**src/rtl/sample_dump_streamer.sv**
```systemverilog
// Readout stage for the counter-indexed sample capture buffer.
// A start request snapshots the sample count and the oldest entry's index,
// then the block walks the buffer's asynchronous read port and streams
// every held sample over valid/ready, flagging the final beat with m_tlast.

module sample_dump_streamer #(
  parameter int BW_DATA  = 1,
  parameter int DEPTH    = 1,
  parameter int BW_INDEX = (DEPTH > 1) ? $clog2(DEPTH) : 1,
  parameter int BW_TOTAL = 16,
  parameter int CIRCULAR = 0
) (
  input  logic                clk,
  input  logic                rstpp,
  input  logic                start,
  input  logic                abort,
  input  logic [BW_TOTAL-1:0] total_count,
  input  logic [BW_INDEX-1:0] wptr,
  output logic [BW_INDEX-1:0] rindex,
  input  logic [BW_DATA-1:0]  rdata,
  output logic                m_tvalid,
  input  logic                m_tready,
  output logic [BW_DATA-1:0]  m_tdata,
  output logic                m_tlast,
  output logic                busy,
  output logic                done
);

  // Sample counts are handled one bit wider than the running counter so
  // the clamp against DEPTH can never overflow.
  localparam int                  BW_N       = BW_TOTAL + 1;
  localparam logic [BW_N-1:0]     DEPTH_N    = BW_N'(DEPTH);
  localparam logic [BW_INDEX-1:0] LAST_INDEX = BW_INDEX'(DEPTH - 1);

  typedef enum logic [0:0] {
    ST_IDLE   = 1'b0,
    ST_STREAM = 1'b1
  } state_t;

  // Buffer index step, wrapping DEPTH-1 back to 0 (DEPTH need not be 2^k).
  function automatic logic [BW_INDEX-1:0] next_index(input logic [BW_INDEX-1:0] idx);
    if (idx == LAST_INDEX) begin
      next_index = {BW_INDEX{1'b0}};
    end else begin
      next_index = idx + BW_INDEX'(1);
    end
  endfunction

  state_t              state_q, state_d;
  logic [BW_INDEX-1:0] rptr_q, rptr_d;       // next element to load
  logic [BW_N-1:0]     remain_q, remain_d;   // elements not yet loaded
  logic                tvalid_q, tvalid_d;
  logic                tlast_q, tlast_d;
  logic [BW_DATA-1:0]  tdata_q, tdata_d;
  logic                done_q, done_d;

  logic [BW_N-1:0]     total_ext_s;
  logic                wrapped_s;
  logic [BW_N-1:0]     n_s;
  logic [BW_INDEX-1:0] base_s;
  logic                accept_s;
  logic                xfer_s;
  logic [BW_INDEX-1:0] rindex_s;

  // Snapshot values offered at start: clamped count and oldest-entry index.
  always_comb begin
    total_ext_s = {1'b0, total_count};
    wrapped_s   = (total_ext_s > DEPTH_N);
    if (wrapped_s) begin
      n_s = DEPTH_N;
    end else begin
      n_s = total_ext_s;
    end
    if ((CIRCULAR == 1) && wrapped_s) begin
      base_s = wptr;
    end else begin
      base_s = {BW_INDEX{1'b0}};
    end
  end

  // Next-state, stream register and read-pointer update logic.
  always_comb begin
    state_d  = state_q;
    rptr_d   = rptr_q;
    remain_d = remain_q;
    tvalid_d = tvalid_q;
    tlast_d  = tlast_q;
    tdata_d  = tdata_q;
    done_d   = 1'b0;
    accept_s = start && !abort;
    xfer_s   = tvalid_q && m_tready;
    rindex_s = rptr_q;

    case (state_q)
      ST_IDLE: begin
        // Present the oldest entry during the start cycle so its data can
        // be captured on the very next edge.
        if (start) begin
          rindex_s = base_s;
        end else begin
          rindex_s = {BW_INDEX{1'b0}};
        end
        if (accept_s) begin
          if (n_s == {BW_N{1'b0}}) begin
            done_d = 1'b1;
          end else begin
            state_d  = ST_STREAM;
            tvalid_d = 1'b1;
            tdata_d  = rdata;
            tlast_d  = (n_s == BW_N'(1));
            rptr_d   = next_index(base_s);
            remain_d = n_s - BW_N'(1);
          end
        end else begin
          state_d = ST_IDLE;
        end
      end
      ST_STREAM: begin
        rindex_s = rptr_q;
        if (abort) begin
          // A beat handshaking this cycle still counts as delivered.
          state_d  = ST_IDLE;
          tvalid_d = 1'b0;
          tlast_d  = 1'b0;
        end else if (xfer_s) begin
          if (tlast_q) begin
            state_d  = ST_IDLE;
            tvalid_d = 1'b0;
            tlast_d  = 1'b0;
            done_d   = 1'b1;
          end else begin
            tdata_d  = rdata;
            tlast_d  = (remain_q == BW_N'(1));
            rptr_d   = next_index(rptr_q);
            remain_d = remain_q - BW_N'(1);
          end
        end else begin
          state_d = ST_STREAM;
        end
      end
      default: begin
        state_d  = ST_IDLE;
        tvalid_d = 1'b0;
        tlast_d  = 1'b0;
        rindex_s = {BW_INDEX{1'b0}};
      end
    endcase
  end

  // State and stream registers; reset abandons any dump without a done pulse.
  always_ff @(posedge clk or posedge rstpp) begin
    if (rstpp) begin
      state_q  <= ST_IDLE;
      rptr_q   <= {BW_INDEX{1'b0}};
      remain_q <= {BW_N{1'b0}};
      tvalid_q <= 1'b0;
      tlast_q  <= 1'b0;
      tdata_q  <= {BW_DATA{1'b0}};
      done_q   <= 1'b0;
    end else begin
      state_q  <= state_d;
      rptr_q   <= rptr_d;
      remain_q <= remain_d;
      tvalid_q <= tvalid_d;
      tlast_q  <= tlast_d;
      tdata_q  <= tdata_d;
      done_q   <= done_d;
    end
  end

  assign rindex   = rindex_s;
  assign m_tvalid = tvalid_q;
  assign m_tdata  = tdata_q;
  assign m_tlast  = tlast_q;
  assign busy     = (state_q == ST_STREAM);
  assign done     = done_q;

endmodule

```
**config.mk**
```make
export PLATFORM = sky130hd
export DESIGN_NAME = sample_dump_streamer
export DESIGN_NICKNAME = d
export VERILOG_FILES = /design/src/rtl/sample_dump_streamer.sv
export SDC_FILE = /design/constraint.sdc
export NUM_CORES = 1
export LEC_CHECK = 0
export CAP_MARGIN = 20
export CORE_UTILIZATION = 36
export CTS_CLUSTER_DIAMETER = 60
export DETAILED_ROUTE_END_ITERATION = 6
export HOLD_SLACK_MARGIN = 0.15
export PLACE_DENSITY_LB_ADDON = 0.05
export SYNTH_ARGS = -nofsm -noshare
export SYNTH_HDL_FRONTEND = slang
export SYNTH_SLANG_ARGS = --single-unit
```
**constraint.sdc**
```tcl
create_clock -name clk -period 2.4 [get_ports clk]
set_clock_uncertainty 0.05 [all_clocks]
set_input_delay 0.36 -clock clk [delete_from_list [all_inputs] [get_ports clk]]
set_output_delay 0.36 -clock clk [all_outputs]
set_load 0.05 [all_outputs]
```
==> Implementation_results.wiki <==
{| class="wikitable"
! Metric !! Value
|-
| Run status || completed
|-
| Area of the multi-input gates || 971 sq um
|-
| Largest net degree at the start of global routing || 23
|-
| Cts bufs inserted || 3
|-
| Nets@finish || 243
|-
| Global-route wire length before repair || 6.89 mm
|-
| Total via count after detailed routing || 1544
|-
| Number of hold violations in the final report || 0
|-
| Share of async-settable or async-resettable flops after synthesis || 100%
|-
| IO buf count || 26
|-
| Worst slew margin || 50.2%
|-
| Signed area change from the synthesized netlist to the final layout || 34.9%
|-
| Fmax || 0.428 GHz
|-
| Average cell area after synthesis || 8.88 sq um
|-
| Most common library cell in the layout ignoring fill and taps || clkdlybuf4s50_1
|-
| Placer congestion estimate || 0.859
|-
| Leading cell types in the layout, fill and taps excluded || 25 x clkdlybuf4s50_1, 22 x dfrtp_1, 17 x a21oi_1
|-
| Placeable Area || 4090 sq um
|-
| Worst-Skew Late Latency || 0.27 ns
|-
| Type of the worst min-delay path || in2async
|-
| Pwr dens || 689 nW/um^2
|-
| ANT cells || 0
|-
| Crit path time final || 2.34 ns
|-
| Sequential share of power || 40.4%
|-
| Quantity of hold-fixing buffers added after cts || 0
|-
| Count of state elements after synthesis || 22
|-
| Required time at the worst-slack endpoint || 2.51 ns
|-
| Post-layout util || 51.3%
|-
| All-Layer GR Usage || 20.6%
|-
| Number of DRC markers after the initial detailed-route iteration || 72
|-
| Router iterations before antenna repair || 4
|-
| WP data arrival || 2.45 ns
|-
| Clock root cell || clkbuf_8
|-
| Total length of routed wires || 4.40 mm
|-
| Vias in the first global route || 1446
|-
| Largest vdd supply drop || 0.560 mV
|-
| Initial antenna violation count || 0
|-
| Effective utilization at floorplan || 38.0%
|-
| FF+latch area || 551 sq um
|-
| Most common flop cell mapped by yosys || dfrtp_1
|-
| Die Area || 4580 sq um
|-
| Post-detailed-route DRC marker count || 0
|-
| Antenna Nets Post-Route || 0
|-
| CTS tree || built
|-
| Yosys warnings || 0
|-
| Floorplan row count || 23
|-
| Net switching power || 0.523 mW
|-
| Aggregate global routing overflow || 0
|-
| Switching Fraction || 36.2%
|-
| Critical Path Start Type || input port
|-
| Final setup violation count || 0
|-
| Die Height || 67.7 microns
|-
| Post-synthesis instance area || 1550 sq um
|-
| CTS H-tree depth || 1
|-
| Post-Synthesis Cells || 175
|-
| Io pins || 29
|-
| Share of total power in the clock network || 24.4%
|-
| Post-synthesis cell type count || 44
|-
| Worst slew pin tran || 0.737 ns
|-
| DPL Wire Length || 3.14 mm
|-
| Kind of capture point of the worst setup path || flip-flop
|-
| Fraction of the yosys area taken by sequential cells || 35.4%
|-
| LEAKAGE || 0.815 nW
|-
| Combinational share of power || 35.3%
|-
| Maximum fanout encountered on the critical timing path || 5
|-
| Crit path kind || in2reg
|-
| Number of buffers between clock root and the deepest sink || 2
|-
| FILL cells || 390
|-
| Die boundary width || 67.7 microns
|-
| Final worst-path cycle share || 97.5%
|-
| Post-DR wirelength/cell || 16.7 microns
|-
| Max-capacitance violation count || 0
|-
| Clock tree sinks || 22
|-
| Cell internal power dissipation || 0.921 mW
|-
| Share of cells above drive strength 1 || 20.1%
|-
| Post-Route Hold Slack || 0.376 ns
|-
| Number of synthesized flops with an enable pin || 0
|-
| Via-per-instance ratio || 5.85
|-
| Reg clk slew, reported paths || 0.08 ns
|-
| Final-report max-slew violation count || 0
|}
-- cell usage after synthesis, types with 2 or more instances --
cell type / number / area share (%)
a211oi_1: 3 / 1.4
a21oi_1: 18 / 5.8
a2bb2oi_1: 3 / 1.7
a31oi_1: 6 / 2.4
a41oi_1: 3 / 1.7
buf_2: 2 / 0.64
buf_6: 3 / 2.2
clkbuf_1: 5 / 1.2
conb_1: 2 / 0.48
dfrtp_1: 22 / 35
ha_1: 5 / 4.0
inv_1: 9 / 2.2
mux2i_1: 2 / 1.3
nand2_1: 8 / 1.9
nand2b_1: 3 / 1.2
nand3_1: 3 / 0.97
nand4_1: 4 / 1.6
nor2_1: 8 / 1.9
nor2b_1: 3 / 1.2
nor3_1: 6 / 1.9
nor4_1: 7 / 2.8
nor4b_1: 3 / 1.7
o21ai_0: 6 / 1.9
o22a_1: 10 / 5.6
or2_2: 2 / 0.81
or3_1: 5 / 2.0
or3b_2: 2 / 1.1
or4_1: 4 / 1.9
or4_4: 3 / 2.2
-- critical path, stage by stage --
cell and delay, ns:
clkdlybuf4s50_1 0.46, nor4_4 0.32, and4_4 0.28, ha_1 0.21, nor4b_2 0.08, a21oi_2 0.26, buf_4 0.17, mux2_2 0.31
-- final cells by class --
cell class                      instances  area share (%)
Multi-Input combinational cell        135            46.3
Sequential cell                        22            26.3
Timing Repair Buffer                   44            19.4
Tap cell                               50            2.99
Clock buffer                            3            1.97
Inverter                                9            1.61
Clock inverter                          1            1.43
-- stage by stage --
step / area, sq um / setup WS, ns / total power [mW] / TNS [ns] / instances
finish: 2100 / 0.0611 / 1.44 / 0 / 264
global route: 2100 / -0.0372 / 1.54 / -0.147 / 264
CTS: 2030 / 0.0390 / 1.44 / 0 / 263
detailed placement: 1960 / -0.235 / 1.08 / -2.95 / 259
global placement: 1960 / -0.182 / 1.07 / -1.94 / 259
floorplan: 1560 / 0.140 / 0.898 / 0 / 177
-- state kept, by name (all words and copies together), names as in the netlist --
register,cells
m_tvalid,1
m_tdata,1
busy,1
m_tlast,1
remain_q,17
done,1
-- power by group through the flow --
stage                     registers (mW)  logic [mW]  clock network (mW)
after floorplan                    0.597       0.301                   0
after global placement             0.582       0.487                   0
after detailed placement           0.586       0.495                   0
after CTS                          0.579       0.498               0.367
after global routing               0.598       0.560               0.379
final                              0.583       0.509               0.352
-- worst paths after layout --
kind / startpoint / to / slack, ns / depth (start not counted)
worst min-delay path: rstpp / done / 0.38 / 3
min in group clk: m_tdata / m_tdata / 0.47 / 1
max in group asynchronous: rstpp / busy / 1.69 / 3
worst min register to register: m_tdata / m_tdata / 0.47 / 1
worst max-delay path: total_count[14] / m_tdata / 0.06 / 8
worst max register to register: remain_q[0] / remain_q[12] / 0.20 / 6
-- routing by layer --
metal  track usage (%)  vias to the layer above  share of wire (%)
li1                  -                      756                  -
met1              27.7                      730                 43
met2              33.8                       56                 49
met3              4.22                        2                7.5
met4              3.99                        0               0.61
met5                 0                        -                  0
-- timing repair --
item,4_1_cts,5_1_grt
setup endpoints to repair,0,15
setup buffers,0,0
gates resized for setup,0,11
-- kinds of logic after synthesis --
| family | Yosys count | synth area share [%] |
|---|---|---|
| AO/OA/AOI/OAI | 57 | 25.2 |
| adder cells (fa/ha/maj) | 5 | 4.03 |
| buffers and inverters | 20 | 6.68 |
| flip-flops | 22 | 35.4 |
| multiplexers | 3 | 2.01 |
| other | 2 | 0.483 |
| AND/OR/NAND/NOR | 66 | 26.2 |
No activity file was read; power rests on OpenSTA's default activity.
